--- config.mk ---
export PLATFORM = sky130hd
export DESIGN_NAME = y86_fetch_seq
export DESIGN_NICKNAME = d
export VERILOG_FILES = /design/src/rtl/y86_fetch_seq.sv
export SDC_FILE = /design/constraint.sdc
export NUM_CORES = 1
export LEC_CHECK = 0
export CAP_MARGIN = 20
export CORE_MARGIN = 10
export CORE_UTILIZATION = 57
export DETAILED_ROUTE_END_ITERATION = 8
export MAX_ROUTING_LAYER = met4
export PLACE_DENSITY = 0.87
export SLEW_MARGIN = 20
export SYNTH_ARGS = -nofsm -noshare
export SYNTH_HDL_FRONTEND = slang
export SYNTH_SLANG_ARGS = --single-unit
export TNS_END_PERCENT = 30
--- constraint.sdc ---
create_clock -name clk -period 8.5 [get_ports clk]
set_input_delay 1.275 -clock clk [delete_from_list [all_inputs] [get_ports clk]]
set_output_delay 1.275 -clock clk [all_outputs]
set_load 0.01 [all_outputs]
--- src/rtl/y86_fetch_seq.sv ---
// y86_fetch_seq: byte-serial instruction fetch for the SEQ Y86-64 core.
// Reads one byte per mem_req/mem_ack handshake and returns decoded fields with a one-cycle strobe.
module y86_fetch_seq #(
    parameter logic [63:0] MEM_SIZE = 64'd4096
) (
    input  logic        clk,
    input  logic        rst_n,
    input  logic        pc_valid,
    input  logic [63:0] pc,
    output logic        ready,
    output logic        mem_req,
    output logic [63:0] mem_addr,
    input  logic [7:0]  mem_rdata,
    input  logic        mem_ack,
    input  logic        mem_err,
    output logic        out_valid,
    output logic [3:0]  icode,
    output logic [3:0]  ifun,
    output logic [3:0]  rA,
    output logic [3:0]  rB,
    output logic [63:0] valC,
    output logic [63:0] valP,
    output logic        instr_valid,
    output logic        imem_error
);

    // state | meaning
    // IDLE  | waiting for pc_valid, ready=1
    // BYTE0 | reading the icode/ifun byte at pc
    // REGS  | reading the rA/rB byte at pc+1
    // CONST | reading valC byte k (k=0..7)
    // DONE  | one-cycle out_valid, fields held
    typedef enum logic [2:0] {IDLE, BYTE0, REGS, CONST, DONE} state_t;

    state_t      state;
    logic [63:0] pc_q;
    logic [2:0]  k;
    logic [63:0] nxt_addr;
    logic        nxt_oor;
    logic        pc_oor;
    logic [3:0]  rd_hi;
    logic [3:0]  rd_lo;
    logic        need_regs;
    logic        need_const_only;

    function automatic logic [63:0] instr_len(input logic [3:0] ic);
        case (ic)
            4'h0, 4'h1, 4'h9:       instr_len = 64'd1;
            4'h2, 4'h6, 4'hA, 4'hB: instr_len = 64'd2;
            4'h7, 4'h8:             instr_len = 64'd9;
            4'h3, 4'h4, 4'h5:       instr_len = 64'd10;
            default:                instr_len = 64'd1;
        endcase
    endfunction

    // Every instruction's bytes are contiguous, so the next address is always the current one plus one.
    assign nxt_addr        = mem_addr + 64'd1;
    assign nxt_oor         = (nxt_addr >= MEM_SIZE);
    assign pc_oor          = (pc >= MEM_SIZE);
    assign rd_hi           = mem_rdata[7:4];
    assign rd_lo           = mem_rdata[3:0];
    assign need_regs       = rd_hi inside {4'h2, 4'h3, 4'h4, 4'h5, 4'h6, 4'hA, 4'hB};
    assign need_const_only = rd_hi inside {4'h7, 4'h8};

    always_ff @(posedge clk) begin
        if (!rst_n) begin
            state       <= IDLE;
            ready       <= 1'b1;
            mem_req     <= 1'b0;
            mem_addr    <= 64'd0;
            out_valid   <= 1'b0;
            icode       <= 4'h0;
            ifun        <= 4'h0;
            rA          <= 4'hF;
            rB          <= 4'hF;
            valC        <= 64'd0;
            valP        <= 64'd0;
            instr_valid <= 1'b1;
            imem_error  <= 1'b0;
            pc_q        <= 64'd0;
            k           <= 3'd0;
        end else begin
            out_valid <= 1'b0;
            case (state)
                IDLE: begin
                    if (pc_valid) begin
                        pc_q        <= pc;
                        k           <= 3'd0;
                        ready       <= 1'b0;
                        icode       <= 4'h0;
                        ifun        <= 4'h0;
                        rA          <= 4'hF;
                        rB          <= 4'hF;
                        valC        <= 64'd0;
                        valP        <= pc + 64'd1;
                        instr_valid <= 1'b1;
                        imem_error  <= 1'b0;
                        if (pc_oor) begin
                            imem_error <= 1'b1;
                            out_valid  <= 1'b1;
                            state      <= DONE;
                        end else begin
                            mem_req  <= 1'b1;
                            mem_addr <= pc;
                            state    <= BYTE0;
                        end
                    end
                end
                BYTE0: begin
                    if (mem_ack) begin
                        if (mem_err) begin
                            mem_req <= 1'b0; imem_error <= 1'b1; out_valid <= 1'b1; state <= DONE;
                        end else begin
                            icode       <= rd_hi;
                            ifun        <= rd_lo;
                            valP        <= pc_q + instr_len(rd_hi);
                            instr_valid <= (rd_hi < 4'hC);
                            if (need_regs || need_const_only) begin
                                if (nxt_oor) begin
                                    mem_req <= 1'b0; imem_error <= 1'b1; out_valid <= 1'b1; state <= DONE;
                                end else begin
                                    mem_addr <= nxt_addr;
                                    state    <= need_regs ? REGS : CONST;
                                end
                            end else begin
                                mem_req <= 1'b0; out_valid <= 1'b1; state <= DONE;
                            end
                        end
                    end
                end
                REGS: begin
                    if (mem_ack) begin
                        if (mem_err) begin
                            mem_req <= 1'b0; imem_error <= 1'b1; out_valid <= 1'b1; state <= DONE;
                        end else begin
                            rA <= rd_hi;
                            rB <= rd_lo;
                            if (icode inside {4'h3, 4'h4, 4'h5}) begin
                                if (nxt_oor) begin
                                    mem_req <= 1'b0; imem_error <= 1'b1; out_valid <= 1'b1; state <= DONE;
                                end else begin
                                    mem_addr <= nxt_addr;
                                    k        <= 3'd0;
                                    state    <= CONST;
                                end
                            end else begin
                                mem_req <= 1'b0; out_valid <= 1'b1; state <= DONE;
                            end
                        end
                    end
                end
                CONST: begin
                    if (mem_ack) begin
                        if (mem_err) begin
                            mem_req <= 1'b0; imem_error <= 1'b1; out_valid <= 1'b1; state <= DONE;
                        end else begin
                            valC[{k, 3'b000} +: 8] <= mem_rdata;
                            if (k == 3'd7) begin
                                mem_req <= 1'b0; out_valid <= 1'b1; state <= DONE;
                            end else if (nxt_oor) begin
                                mem_req <= 1'b0; imem_error <= 1'b1; out_valid <= 1'b1; state <= DONE;
                            end else begin
                                mem_addr <= nxt_addr;
                                k        <= k + 3'd1;
                            end
                        end
                    end
                end
                DONE: begin
                    ready <= 1'b1;
                    state <= IDLE;
                end
                default: state <= IDLE;
            endcase
        end
    end

endmodule
After elaboration in Yosys (flattened, before gate mapping)
Memories as Yosys holds them, arrays and structs flattened.
Cells that the tools add are included.
{"block": "word_totals", "ff_bits": 283, "rom_bits": 48, "input_bits": 77, "out_inout_bits": 213, "wordCells": 187, "mem_count": 1}
{"block": "op_classes", "add_sub_neg": 5, "n_lt_le_gt_ge": 3, "eq_ne": 34, "shift": 2, "n_mux": 106, "reduce_logical": 21}
{"name": "(name not given)", "depth": 16, "word_bits": 3, "rd": 1, "rd_clocked_by_memory_dff": 0, "write_ports": 0, "line_no": "47", "rtl": "case (ic)"}
{"op": "64-bit 2-to-1 mux", "count": 22}
{"op": "64-bit one-hot mux with 2 select lines", "count": 2}
{"op": "64-bit one-hot mux with 4 select lines", "count": 1}
{"op": "64-bit by 1-bit adder with 64-bit output (second input constant)", "count": 2}
{"op": "64-bit by 13-bit greater-or-equal comparator with 1-bit output (second input constant)", "count": 2}
{"op": "3-bit 2-to-1 mux", "count": 23}
{"op": "64-bit adder", "count": 1}
{"op": "64-bit bitwise mux", "count": 1}
{"op": "8-bit by 8-bit variable shift with 64-bit output (first input constant)", "count": 1}
{"op": "8-bit by 8-bit indexed part select with 64-bit output", "count": 1}
{"op": "1-bit 2-to-1 mux", "count": 40}
{"op": "4-bit one-hot mux with 2 select lines", "count": 4}
{"op": "2-bit inequality test (second input constant)", "count": 13}
{"op": "4-bit by 3-bit equality test with 1-bit output (second input constant)", "count": 6}
{"op": "4-bit 2-to-1 mux", "count": 6}
{"op": "4-bit by 2-bit equality test with 1-bit output (second input constant)", "count": 3}
{"op": "4-bit equality test (second input constant)", "count": 3}
{"op": "1-bit one-hot mux with 4 select lines", "count": 3}
{"op": "3-bit one-hot mux with 4 select lines", "count": 1}
{"op": "12-bit AND reduction", "count": 1}
{"op": "4-bit AND reduction", "count": 3}
{"op": "10-bit AND reduction", "count": 1}
{"op": "2-bit nonzero test", "count": 5}
{"op": "3-bit inequality test (second input constant)", "count": 3}
{"op": "18 further kinds", "count": 23}

Logic depth before layout (Yosys ltp)
Gate-level depths: netlist of the first run.
An unclocked memory read counts as a cell.
{"block": "depth", "word_depth": 9, "depth_mapped": 17, "depth_no_buf": 15}

Worst setup path after synthesis of the first run
OpenSTA, ideal clock, no wires.
{"block": "synth_path", "kind": "in2reg", "start": "in mem_rdata[6]", "end": "reg valP[59]", "setup_ns": 0.117, "t_arrival_ns": 4.106, "t_required_ns": 8.383, "slack_ns": 4.278, "path_stages": 15, "n_path_buf": 2, "path_cell_list": "clkbuf_1 -> clkbuf_1 -> nor3_1 -> a21oi_1 -> o22ai_1 -> ha_1 -> a31oi_1 -> nor2b_1 -> and4_1 -> nand3_1 -> nor3_1 -> nand3_1 -> xor2_1 -> a21oi_1 -> a22o_1"}
{"block": "synth_via", "elab_chain_cells": 9}
{"element": "start, declared", "line_no": "13", "rtl": "input logic [7:0] mem_rdata,"}
{"element": "memory 16 x 3 bit"}
{"element": "64-bit 2-to-1 mux", "line_no": "111", "rtl": "if (mem_err) begin"}
{"element": "64-bit 2-to-1 mux", "line_no": "110", "rtl": "if (mem_ack) begin"}
{"element": "64-bit 2-to-1 mux", "line_no": "84", "rtl": "case (state)"}
{"element": "64-bit 2-to-1 mux", "line_no": "66", "rtl": "if (!rst_n) begin"}
{"element": "64-bit adder", "line_no": "116", "rtl": "valP <= pc_q + instr_len(rd_hi);"}
{"element": "64-bit 2-to-1 mux", "line_no": "111"}
{"element": "64-bit 2-to-1 mux", "line_no": "110"}
{"element": "64-bit one-hot mux with 2 select lines", "line_no": "84"}
{"element": "end signal, assigned", "line_no": "95", "rtl": "valP <= pc + 64'd1;"}
{"element": "end signal, assigned", "line_no": "116"}
{"element": "end, declared", "line_no": "22", "rtl": "output logic [63:0] valP,"}
Every way passes these cells. The select of a mux whose other input is x is not followed.
A chain may end at the register's enable or synchronous reset.

Worst setup path after layout of the first run
{"block": "layout_path", "start": "in mem_rdata[5]", "end": "reg valP[50]"}
Same word-level chain as after synthesis.

==> flow_results.org, run 1 <==
** Critical path
- Following the worst setup path forward leads to its endpoint at valP[50].
- STA classifies the critical path endpoint as a flip-flop.
- Across all register-to-register paths, the minimum setup slack is 4.03 ns.
- Of all nets on the critical path, the largest fanout is 14.
- Crit path kind :: in -> reg
- Reg-to-reg critical path endpoint :: mem_addr[37]
- The startpoint identified for the worst register-to-register timing path is mem_addr[14].
- The critical path starts at mem_rdata[5].
- Critical path data required time :: 8.95 ns
- The worst setup path is launched from a primary input.
- The number of cells on the worst reg-to-reg path is 11.
- Worst path arrival time :: 5.64 ns

** Cells and area
- Fillers :: 1,994
- The post-route netlist has 4.51% of its cells at a drive strength greater than 1.
- Final-stage net count :: 2,194
- Utilization after layout :: 73.6%
- Multi-input combinational cell area :: 8860 µm²
- Non-Filler Cell Area, Final :: 19,100 µm²
- Area overhead of the layout relative to synthesis :: 27.6%
- Across the whole layout, storage elements account for 5670 µm².
- Non-Filler Instances :: 2,465

** GRT
- Global routing consumed, over all layers together, 28.9% of the routing resources.
- Global route total overflow :: 0
- Entering global routing, the biggest net connects 83 pins.
- Wire length of the first global-routing pass :: 78.7 mm
- Number of global-route vias before repair :: 14.4k
- Antenna violations before repair :: 1

** Timing
- Setup repair after global routing missed its margin :: no
- Clock tree skew after final layout :: 0.0126 ns
- Worst-margin pin slew :: 1.07 ns
- Final period demand of the worst path :: 5.19 ns
- The count of endpoints failing hold in the final timing report came to 0.
- Headroom to the max-slew limit :: 27.7%
- The number of pins exceeding their max-slew limit in the final report is 0.
- Final period utilization :: 61.0%
- Summed over all failing endpoints, the final setup total negative slack is 0 ns.
- Timing would allow up to 0.193 GHz.
- Setup violations remaining at the end of the flow were counted as 0.

** Detailed routing
- After detailed routing, the number of remaining DRC violations is 0.
- Starting DRT DRC Count :: 1,752
- DR WL/cell :: 20.2 µm
- Summed over all layers, the routed wires come to 49.8 mm.
- Detail-routed via count per cell :: 6.13
- First-pass iteration count of the detailed router :: 6
- Total via count after detailed routing :: 15.1k
- The detail route stage leaves a number of antenna-violating nets equal to 0.

** Synth
- Syn_nets :: 1,962
- The largest total area in the synthesized netlist belongs to dfxtp_1.
- Synthesized instance count :: 1,874
- Leading post-synthesis cells by cell area :: dfxtp_1 38%, nand2_1 8.0%, xor2_1 4.8%
- Number of flops mapped to enable cells by yosys :: 0
- Sequential element share of the synthesized area :: 37.8%
- Counting instances in the post-synthesis netlist gives the leading cell types as 319 x nand2_1, 283 x dfxtp_1, 104 x nand3_1.
- The share of synthesized area in the top cell type comes to 37.8%.
- Dominant synthesized flop cell :: dfxtp_1
- For this run, the number of Yosys warnings is 0.
- Mean post-synth cell area :: 8.00 µm²
- Netlist Area Pre-Place :: 15,000 µm²
- Synth cell types :: 71
- Async set or reset register ratio after synthesis :: 0%
- By instance count, the leading cell after synthesis is nand2_1.
- Number of storage elements in the synthesis netlist :: 283

** Power
- Post-layout power :: 3110 µW
- Worst VDD drop :: 228 µV
- Summed over all cells, the static leakage comes to 0.00669 µW.
- Cell area power density :: 163 nW/µm²

** Clock tree
- Source-to-sink clock delay at the later pin of the worst-skew pair :: 0.56 ns
- In this run the deepest clock path goes through 3 buffers.
- Clock-pin slew of the registers on the worst-case setup and hold paths :: 0.06 ns
- Clock tree synthesis found a total of 283 sinks.
- Post-CTS timing repair inserted 0 buffers for setup.
- Buffers inserted to repair hold after CTS numbered 0.
- CTS buffer count :: 31
- TritonCTS built the clock tree.
- The cell sitting at the root of the clock tree is a clkbuf_16.
- After clock tree synthesis, the repair step resized 0 gates.
- H-tree levels :: 1

** Place
- After detailed placement, the design holds a cell count of 2,408.
- Final estimated routing congestion in global placement :: 0.977
- Post-place instance area :: 18,000 µm²
- The HPWL after detailed placement is 35.5 mm.
- Port buffering added 289 buffers.

** Floorplan
- X dimension of the die :: 182 µm
- Area of the die :: 33,200 µm²
- In this run the core area contains 59 standard-cell rows.
- Overall die height :: 182 µm
- Once the floorplan was initialized, standard cells occupied 57.7% of the core.
- In this run the count of I/O pins placed on the die edge is 290.
- Floorplan core area :: 26,000 µm²

** Worst hold path
- Number of cells on the worst hold path :: 2
- Path category of the worst min-delay check :: reg -> reg

** Status
- The run finished with clean final reports.

** Job
- The tool flagged a number of max-cap violations equal to 0.
-- metrics by stage --
step	worst slack, ns	hold slack (ns)
floorplan	4.28	0.448
global placement	2.89	0.427
detailed placement	2.85	0.436
CTS	3.42	0.444
global route	3.12	0.469
finish	3.31	0.441
-- sequential cells by signal, summed over array words and instances (netlist names) --
signal	flops
icode	4
valP	64
k	3
out_valid	1
imem_error	1
state	3
valC	64
instr_valid	1
ifun	4
ready	1
mem_req	1
rB	4
mem_addr	64
rA	4
pc_q	64
-- placed cells by master, fill, tap and decap left out, types with 5 or more instances in the layout --
master / synthesis / routed
and4_1: 21 / 21
nand2b_1: 7 / 6
a22oi_1: 67 / 67
a31oi_1: 7 / 7
nand4_1: 56 / 56
inv_1: 22 / 22
dfxtp_1: 283 / 283
o22ai_1: 11 / 11
nand3_1: 104 / 104
a21oi_1: 54 / 54
nor4_1: 42 / 40
clkbuf_8: 0 / 11
ha_1: 10 / 10
mux2i_1: 11 / 11
o211ai_1: 21 / 21
or2_2: 5 / 5
o21ai_1: 10 / 10
clkbuf_16: 0 / 31
xnor2_1: 65 / 65
or3_1: 10 / 10
buf_4: 0 / 17
nor3_1: 44 / 43
nor2b_1: 86 / 86
and2_1: 68 / 67
a211oi_1: 17 / 15
nor2_1: 93 / 92
xor2_1: 82 / 82
nor3b_1: 7 / 7
a21boi_0: 93 / 93
clkdlybuf4s50_1: 0 / 288
and3_1: 43 / 43
clkbuf_1: 87 / 6
nand2_1: 319 / 319
o21ai_0: 48 / 48
-- critical path: stages --
cell	delay, ns
clkdlybuf4s50_1	0.90
nand2_1	0.15
a31o_2	0.33
inv_1	0.08
ha_1	0.19
fa_1	0.22
a31oi_1	0.13
nor2b_1	0.31
nand3_1	0.24
or4_1	0.50
nor3_1	0.72
nand3_1	0.22
xnor2_1	0.16
o21ai_0	0.13
nand2_1	0.06
-- routing by layer --
| metal | vias up | global-route usage [%] | wire (µm) |
|---|---|---|---|
| met1 | 7161 | 37.3 | 20500 |
| met5 | - | - | 0 |
| met3 | 86 | 5.16 | 4730 |
| met2 | 785 | 46.1 | 23300 |
| li1 | 7089 | - | - |
| met4 | 0 | 7.61 | 1230 |
-- cells by family after synthesis --
logic type               count (synthesis)  synth area share, %
XOR/XNOR                               147                 8.58
flip-flops                             283                 37.8
multiplexers                            12                0.809
AO/OA/AOI/OAI                          368                 16.9
AND/OR/NAND/NOR                        925                 31.6
adder cells (fa/ha/maj)                 11                0.968
buffers and inverters                  128                 3.46
-- layout make-up --
cell class                 instances  share of cell area [%]
tap                              335                    2.19
inverter                          22                   0.432
clock inverter                     8                   0.752
antenna                            1                  0.0131
clock buffer                      48                    4.96
multi-input combinational       1463                    46.3
timing repair buffer             305                    15.7
sequential                       283                    29.6
-- report_power, final --
| group | internal [µW] | switching (µW) |
|---|---|---|
| clock network | 882 | 543 |
| registers | 1360 | 35.1 |
| logic | 128 | 162 |
| total | 2370 | 740 |
-- worst min path at each step --
stage / startpoint / end / slack [ns]
after global placement: valP[52] / valP[52] / 0.43
final: valP[52] / valP[52] / 0.44
after detailed placement: valP[52] / valP[52] / 0.44
after global routing: valP[52] / valP[52] / 0.47
after CTS: valP[52] / valP[52] / 0.44
after floorplan: pc_q[0] / pc_q[0] / 0.45
(Power assumes the default switching activity.)
==> inputs of run 2 (changes only) <==
--- a/config.mk
+++ b/config.mk
@@ -7,10 +7,10 @@
 export LEC_CHECK = 0
 export CAP_MARGIN = 20
 export CORE_MARGIN = 10
-export CORE_UTILIZATION = 57
+export CORE_UTILIZATION = 53
 export DETAILED_ROUTE_END_ITERATION = 8
 export MAX_ROUTING_LAYER = met4
-export PLACE_DENSITY = 0.87
+export PLACE_DENSITY = 0.81
 export SLEW_MARGIN = 20
 export SYNTH_ARGS = -nofsm -noshare
 export SYNTH_HDL_FRONTEND = slang
==> constraint.sdc (replaced) <==
create_clock -name clk -period 5.2 [get_ports clk]
set_input_delay 0.78 -clock clk [delete_from_list [all_inputs] [get_ports clk]]
set_output_delay 0.78 -clock clk [all_outputs]
set_load 0.01 [all_outputs]
==> run 2 against run 1 <==
Against the previous run:
- clock power rose by 74%
- combinational power rose by 65%
- sequential share of layout area fell by 0.31 points
- non-clock buffer count rose by 14
- utilization fell by 4.2 points
- largest power group unchanged
- highest routed layer unchanged
==> flow_results.org, run 2 (synthesized netlist as in run 1, its figures left out) <==
** Status
- The flow ran to the end, and the final reports show no timing, DRC or antenna violations.

** Cells and area
- The library cells used most frequently in the layout, excluding fill and tap cells, are 319 x nand2_1, 288 x clkdlybuf4s50_1, 283 x dfxtp_1.
- The post-route netlist has 5.13% of its cells at a drive strength greater than 1.
- Area overhead of the layout relative to synthesis :: 28.9%
- The repair_antennas step left the layout with diodes totalling 0.
- Fillers :: 2,303
- Leaving out fill and tap cells, the most frequent cell in the layout is nand2_1.
- Final-stage net count :: 2,208
- Utilization after layout :: 69.4%

** Timing
- Based on the critical path, the design can be clocked at up to 0.232 GHz.
- Setup slack of the critical path after layout :: 0.892 ns
- Setup violations remaining at the end of the flow were counted as 0.
- Final hold slack :: 0.442 ns
- Setup repair after global routing left no endpoint under its margin.
- Count of final max-slew check failures :: 0
- Final period utilization :: 82.8%
- Measured against its own limit, the worst slew margin works out to 32.6%.
- Hold violation count in the final report :: 0
- Clock tree skew after final layout :: 0.00989 ns
- Sum of negative setup slack :: 0 ns
- For the finished layout, the period the worst path requires is 4.31 ns.
- Worst-margin pin slew :: 1.01 ns

** Place
- Before CTS, the worst setup slack after placement is 0.719 ns.
- Buffers placed on the I/O ports in this run total 289.
- At the end of routability-driven placement, the weighted congestion stood at 0.942.
- Detailed placement finished with a half-perimeter wire length of 36.5 mm.

** Floorplan
- Number of top-level design ports :: 290
- The total area inside the core boundary comes to 27,900 µm².
- Std cell rows :: 61
- The initial utilization of the core area, before any placement, comes to 53.8%.
- The die is 188 µm wide.
- Area of the die :: 35,400 µm²
- Measured along the y axis, the die boundary spans 188 µm.

** GRT
- Global route total overflow :: 0
- Largest net degree at the start of global routing :: 79
- Number of global-route vias before repair :: 14.1k
- Antenna violations before repair :: 0
- Wire length of the first global-routing pass :: 79.4 mm
- All-layer global routing usage :: 27.7%

** Detailed routing
- The first detailed-routing pass took 6 iterations.
- Post-route ant nets :: 0
- After detailed routing, the number of remaining DRC violations is 0.
- Detail-routed via count per cell :: 5.97
- The final layout contains routed wiring with a total length of 50.5 mm.
- Starting DRT DRC Count :: 1,497
- Total via count after detailed routing :: 15.1k
- DR WL/cell :: 20.0 µm

** Critical path
- In this run the worst path has a maximum fanout of 52.
- Data on the critical path arrives at its endpoint at 4.76 ns.
- Critical path data required time :: 5.65 ns
- In this design, the stage delay of the slowest critical-path cell is 0.84 ns.
- The slowest stage of the critical path is the nor4_1 cell.
- The worst setup path is launched from a flip-flop.
- By startpoint and endpoint, the worst setup path is classified as reg -> reg.
- Walking the worst path, the cells encountered are nand3_1, or4_1, nor4_1, nand4_1, xnor2_1, nor4_1, nand4_1, nor3_2, buf_4, a21boi_2, buf_4, and2_1.
- The worst setup path is captured at a flip-flop.

** Clock tree
- Post-CTS setup buffer count :: 0
- The number of clock buffers added by TritonCTS is 31.
- After clock tree synthesis, the clock-pin slew on the worst setup and hold paths is 0.06 ns.
- Maximum number of buffers from clock root to sink :: 3
- In this run, post-CTS hold repair placed 0 buffers.
- The clock drives 283 sinks.
- In this run the clock root is driven by a clkbuf_16.
- H-tree levels :: 1
- Resized cells post-CTS :: 0
- Source-to-sink clock delay at the later pin of the worst-skew pair :: 0.57 ns
- Clock tree from TritonCTS :: done

** Job
- The tool flagged a number of max-cap violations equal to 0.

** Power
- IR analysis of the VDD net gives a maximum drop of 220 µV.
- Dividing total power by cell area gives a power density of 271 nW/µm².
- Leakage :: 0.00678 µW

** Worst hold path
- Path category of the worst min-delay check :: reg -> reg
run 2: final cells by class:
cell class	instances	area (µm²)	share of cell area [%]
tap	378	473	2.45
inverter	22	82.6	0.427
clock buffer	39	846	4.37
multi-input combinational	1463	8830	45.7
clock inverter	18	307	1.59
timing repair buffer	319	3130	16.2
sequential	283	5670	29.3
run 2: layer usage:
layer	vias to the layer above	routed length, µm	GRT usage [%]
li1	7140	-	-
met1	7174	22100	36.8
met2	657	23500	43.0
met3	88	3760	4.32
met4	0	1170	7.02
met5	-	0	-
run 2: final timing paths:
check | from | to | slack, ns | depth (start not counted)
min | valP[50] | valP[50] | 0.44 | 2
max | mem_addr[4] | mem_addr[45] | 0.89 | 12
min reg2reg | valP[50] | valP[50] | 0.44 | 2
max reg2reg | mem_addr[4] | mem_addr[45] | 0.89 | 12
run 2: per-stage QoR:
stage / cells / area, µm² / total power (µW)
after detailed placement: 2465 / 18200 / 2810
after floorplan: 1874 / 15000 / 2560
after global placement: 2465 / 18200 / 2800
after CTS: 2522 / 19300 / 5260
final: 2522 / 19300 / 5240
after global routing: 2522 / 19300 / 5410
run 2: power breakdown:
part	internal (µW)	leakage [µW]	switching, µW	total, µW
Sequential	2230	0.00230	56.4	2290
Clock	1550	0.000561	927	2470
Combinational	211	0.00392	268	479
run 2: critical path: cells and delay by family, from the launching register on:
family,cells,cell delay [ns]
AND/OR/NAND/NOR,8,2.85
buffers and inverters,2,0.56
flip-flops,1,0.50
XOR/XNOR,1,0.17
AO/OA/AOI/OAI,1,0.09
==> inputs of run 3 (changes only) <==
--- a/config.mk
+++ b/config.mk
@@ -7,10 +7,10 @@
 export LEC_CHECK = 0
 export CAP_MARGIN = 20
 export CORE_MARGIN = 10
-export CORE_UTILIZATION = 53
+export CORE_UTILIZATION = 48
 export DETAILED_ROUTE_END_ITERATION = 8
 export MAX_ROUTING_LAYER = met4
-export PLACE_DENSITY = 0.81
+export PLACE_DENSITY = 0.78
 export SLEW_MARGIN = 20
 export SYNTH_ARGS = -nofsm -noshare
 export SYNTH_HDL_FRONTEND = slang
==> constraint.sdc (replaced) <==
create_clock -name clk -period 3.62 [get_ports clk]
set_input_delay 0.543 -clock clk [delete_from_list [all_inputs] [get_ports clk]]
set_output_delay 0.543 -clock clk [all_outputs]
set_load 0.01 [all_outputs]
==> run 3 against run 2 <==
Against the previous run:
- power up 44%
- via count up 1.8%
- sequential cell count unchanged
- non-clock buffer count up 122
- critical path depth up 2
- maximum frequency up 23%
- largest power group unchanged
- setup slack worse by 0.79 ns
- cell area up 5.5%
- die area up 9.3%
==> flow_results.org, run 3 (synthesized netlist as in run 1, its figures left out) <==
** Power
- Registers are responsible for 43.7% of the overall power.
- Portion of total power attributed to combinational logic :: 9.6%
- Switching part of the total power :: 24.1%
- Of the total power, the clock network draws 46.7%.
- Summed over all nets, the switching power comes to 1810 µW.
- Summed over all cells, the static leakage comes to 0.00743 µW.
- Cell area power density :: 369 nW/µm²
- Internal power of the cells :: 5720 µW
- IR analysis of the VDD net gives a maximum drop of 477 µV.

** Worst hold path
- Hold path start :: valP[52]
- The worst hold path belongs to the class reg -> reg.

** GRT
- The initial antenna violation count was 2.
- Wire length of the first global-routing pass :: 83.1 mm
- Global route total overflow :: 0
- Number of global-route vias before repair :: 14.7k
- All-layer global routing usage :: 26.9%
- Entering global routing, the biggest net connects 85 pins.

** Timing
- For the pin with the worst max-slew slack, the measured transition is 0.997 ns.
- Static timing analysis puts the maximum clock frequency at 0.285 GHz.
- On the final layout, the worst hold slack is 0.434 ns.
- The number of pins exceeding their max-slew limit in the final report is 0.
- Final number of setup-violating endpoints :: 0
- Final period demand of the worst path :: 3.51 ns
- Measured against its own limit, the worst slew margin works out to 33.5%.
- The clock arrives with 0.0128 ns of skew.
- Hold violation count in the final report :: 0
- Sum of negative setup slack :: 0 ns
- The final critical path takes up 97.1% of the cycle.

** Detailed routing
- In this run the remaining antenna-violating nets after routing total 0.
- After detailed routing, the average wire length per cell comes to 19.9 µm.
- The first detailed-routing pass took 5 iterations.
- Wires add up to 53.0 mm.
- The routed layout has 15.3k vias.
- For this block, the initial DRC count from the detailed router was 1,232.
- Detail-routed via count per cell :: 5.76
- DRC violations left :: 0

** Floorplan
- From bottom edge to top edge, the die measures 197 µm.
- Floorplan core area :: 30,700 µm²
- Number of top-level design ports :: 290
- Initial core utilization :: 48.8%
- The die covers 38,700 µm².
- Std cell rows :: 64
- X dimension of the die :: 197 µm

** Clock tree
- The tree is rooted in a clkbuf_16.
- TritonCTS built the clock tree.
- CTS built an H-tree with a depth of 1.
- The clock drives 283 sinks.
- The number of clock buffers added by TritonCTS is 31.
- In this run the post-CTS setup repair buffer count came out at 0.
- At the later pin of the worst-skew pair, clock insertion delay measures 0.57 ns.
- Maximum number of buffers from clock root to sink :: 3
- Clock-pin slew was measured on the worst setup and hold paths at 0.07 ns.

** Cells and area
- Multi-input combinational cell area :: 8900 µm²
- Leading cell types in the layout, fill and taps excluded :: 319 x nand2_1, 288 x clkdlybuf4s50_1, 281 x dfxtp_1
- The library cell used most frequently in the layout, excluding fill and tap cells, is nand2_1.
- The layout has 2,628 filler cells.
- Utilization after layout :: 66.3%
- In the final layout, the share of cells above drive strength 1 is 10.8%.
- The area growth from synthesis to layout is 36.0%.
- Final-stage net count :: 2,330
- In the final layout, flip-flops and latches occupy 5670 µm².
- With fillers left out, the area of the finished cells amounts to 20,400 µm².

** Place
- Routability-driven placement finished with a final weighted congestion of 0.946.
- During placement, the flow inserted port buffers numbering 289.
- Once placement finished, the instance area stood at 19,200 µm².
- The HPWL after detailed placement is 38.9 mm.

** Critical path
- STA puts the critical path data arrival time at 4.00 ns.
- Tracing the worst setup path back leads to its startpoint at mem_addr[0].
- Critical path data required time :: 4.11 ns
- Crit path kind :: reg -> reg
- Startpoint kind of the worst setup timing path :: flip-flop
- Maximum net fanout on the critical path :: 14
- In this run the critical register-to-register path is launched from mem_addr[0].
- Setup crit end kind :: flip-flop

** Job
- Across the run, the number of max-cap violations was 0.

** Status
- Outcome :: complete, no violations
run 3: area by class of cell:
cell class              instances  share of cell area (%)
repair buffers                441                    20.1
inverters                      22                   0.405
clock inverters                21                    1.59
clock buffers                  36                    3.99
diodes                          2                  0.0245
flip-flops and latches        283                    27.8
well taps                     396                    2.43
multi-input cells            1463                    43.6
run 3: layer usage:
| layer | global-route usage (%) | vias up | wire length (µm) |
|---|---|---|---|
| li1 | - | 7378 | - |
| met1 | 34.7 | 7309 | 23100 |
| met2 | 42.6 | 552 | 24800 |
| met5 | - | - | 0 |
| met4 | 8.37 | 0 | 1650 |
| met3 | 4.05 | 95 | 3490 |
run 3: per-stage QoR:
stage | total power (µW) | std cells | setup WS, ns
finish | 7530 | 2664 | 0.106
floorplan | 3680 | 1874 | 0.130
CTS | 7580 | 2662 | 0.0249
detailed placement | 4070 | 2605 | -0.362
global route | 7780 | 2664 | -0.0510
global placement | 4060 | 2605 | -0.255
run 3: worst max-delay path, cell delays in order, from the launching register on:
cell,delay (ns)
dfxtp_1,0.36
buf_4,0.17
nand3_2,0.10
or4_4,0.51
buf_4,0.19
nor4_2,0.32
xnor2_1,0.17
nand4_1,0.13
nor4_2,0.31
nand4_1,0.26
nor3_2,0.21
buf_4,0.17
buf_12,0.14
o211ai_4,0.15
o22ai_1,0.22
run 3: repair_timing:
action                                  CTS  global route
hold buffers                              0             0
endpoints found under the setup margin   60            71
resized for setup                         1            13
pin swaps                                 1             4
run 3: path summary, 6_finish.rpt:
check,end,slack (ns),cells after the start
hold / removal,valP[52],0.43,2
setup / recovery,mem_addr[2],0.11,14
setup reg to reg,mem_addr[2],0.11,14
hold reg to reg,valP[52],0.43,2
run 3: power groups by stage:
stage          combinational [µW]  sequential, µW  clock [µW]
2_1_floorplan                 329            3350           0
3_3_place_gp                  708            3350           0
3_5_place_dp                  716            3360           0
4_1_cts                       721            3290        3570
5_1_grt                       783            3300        3700
6_report                      722            3290        3520
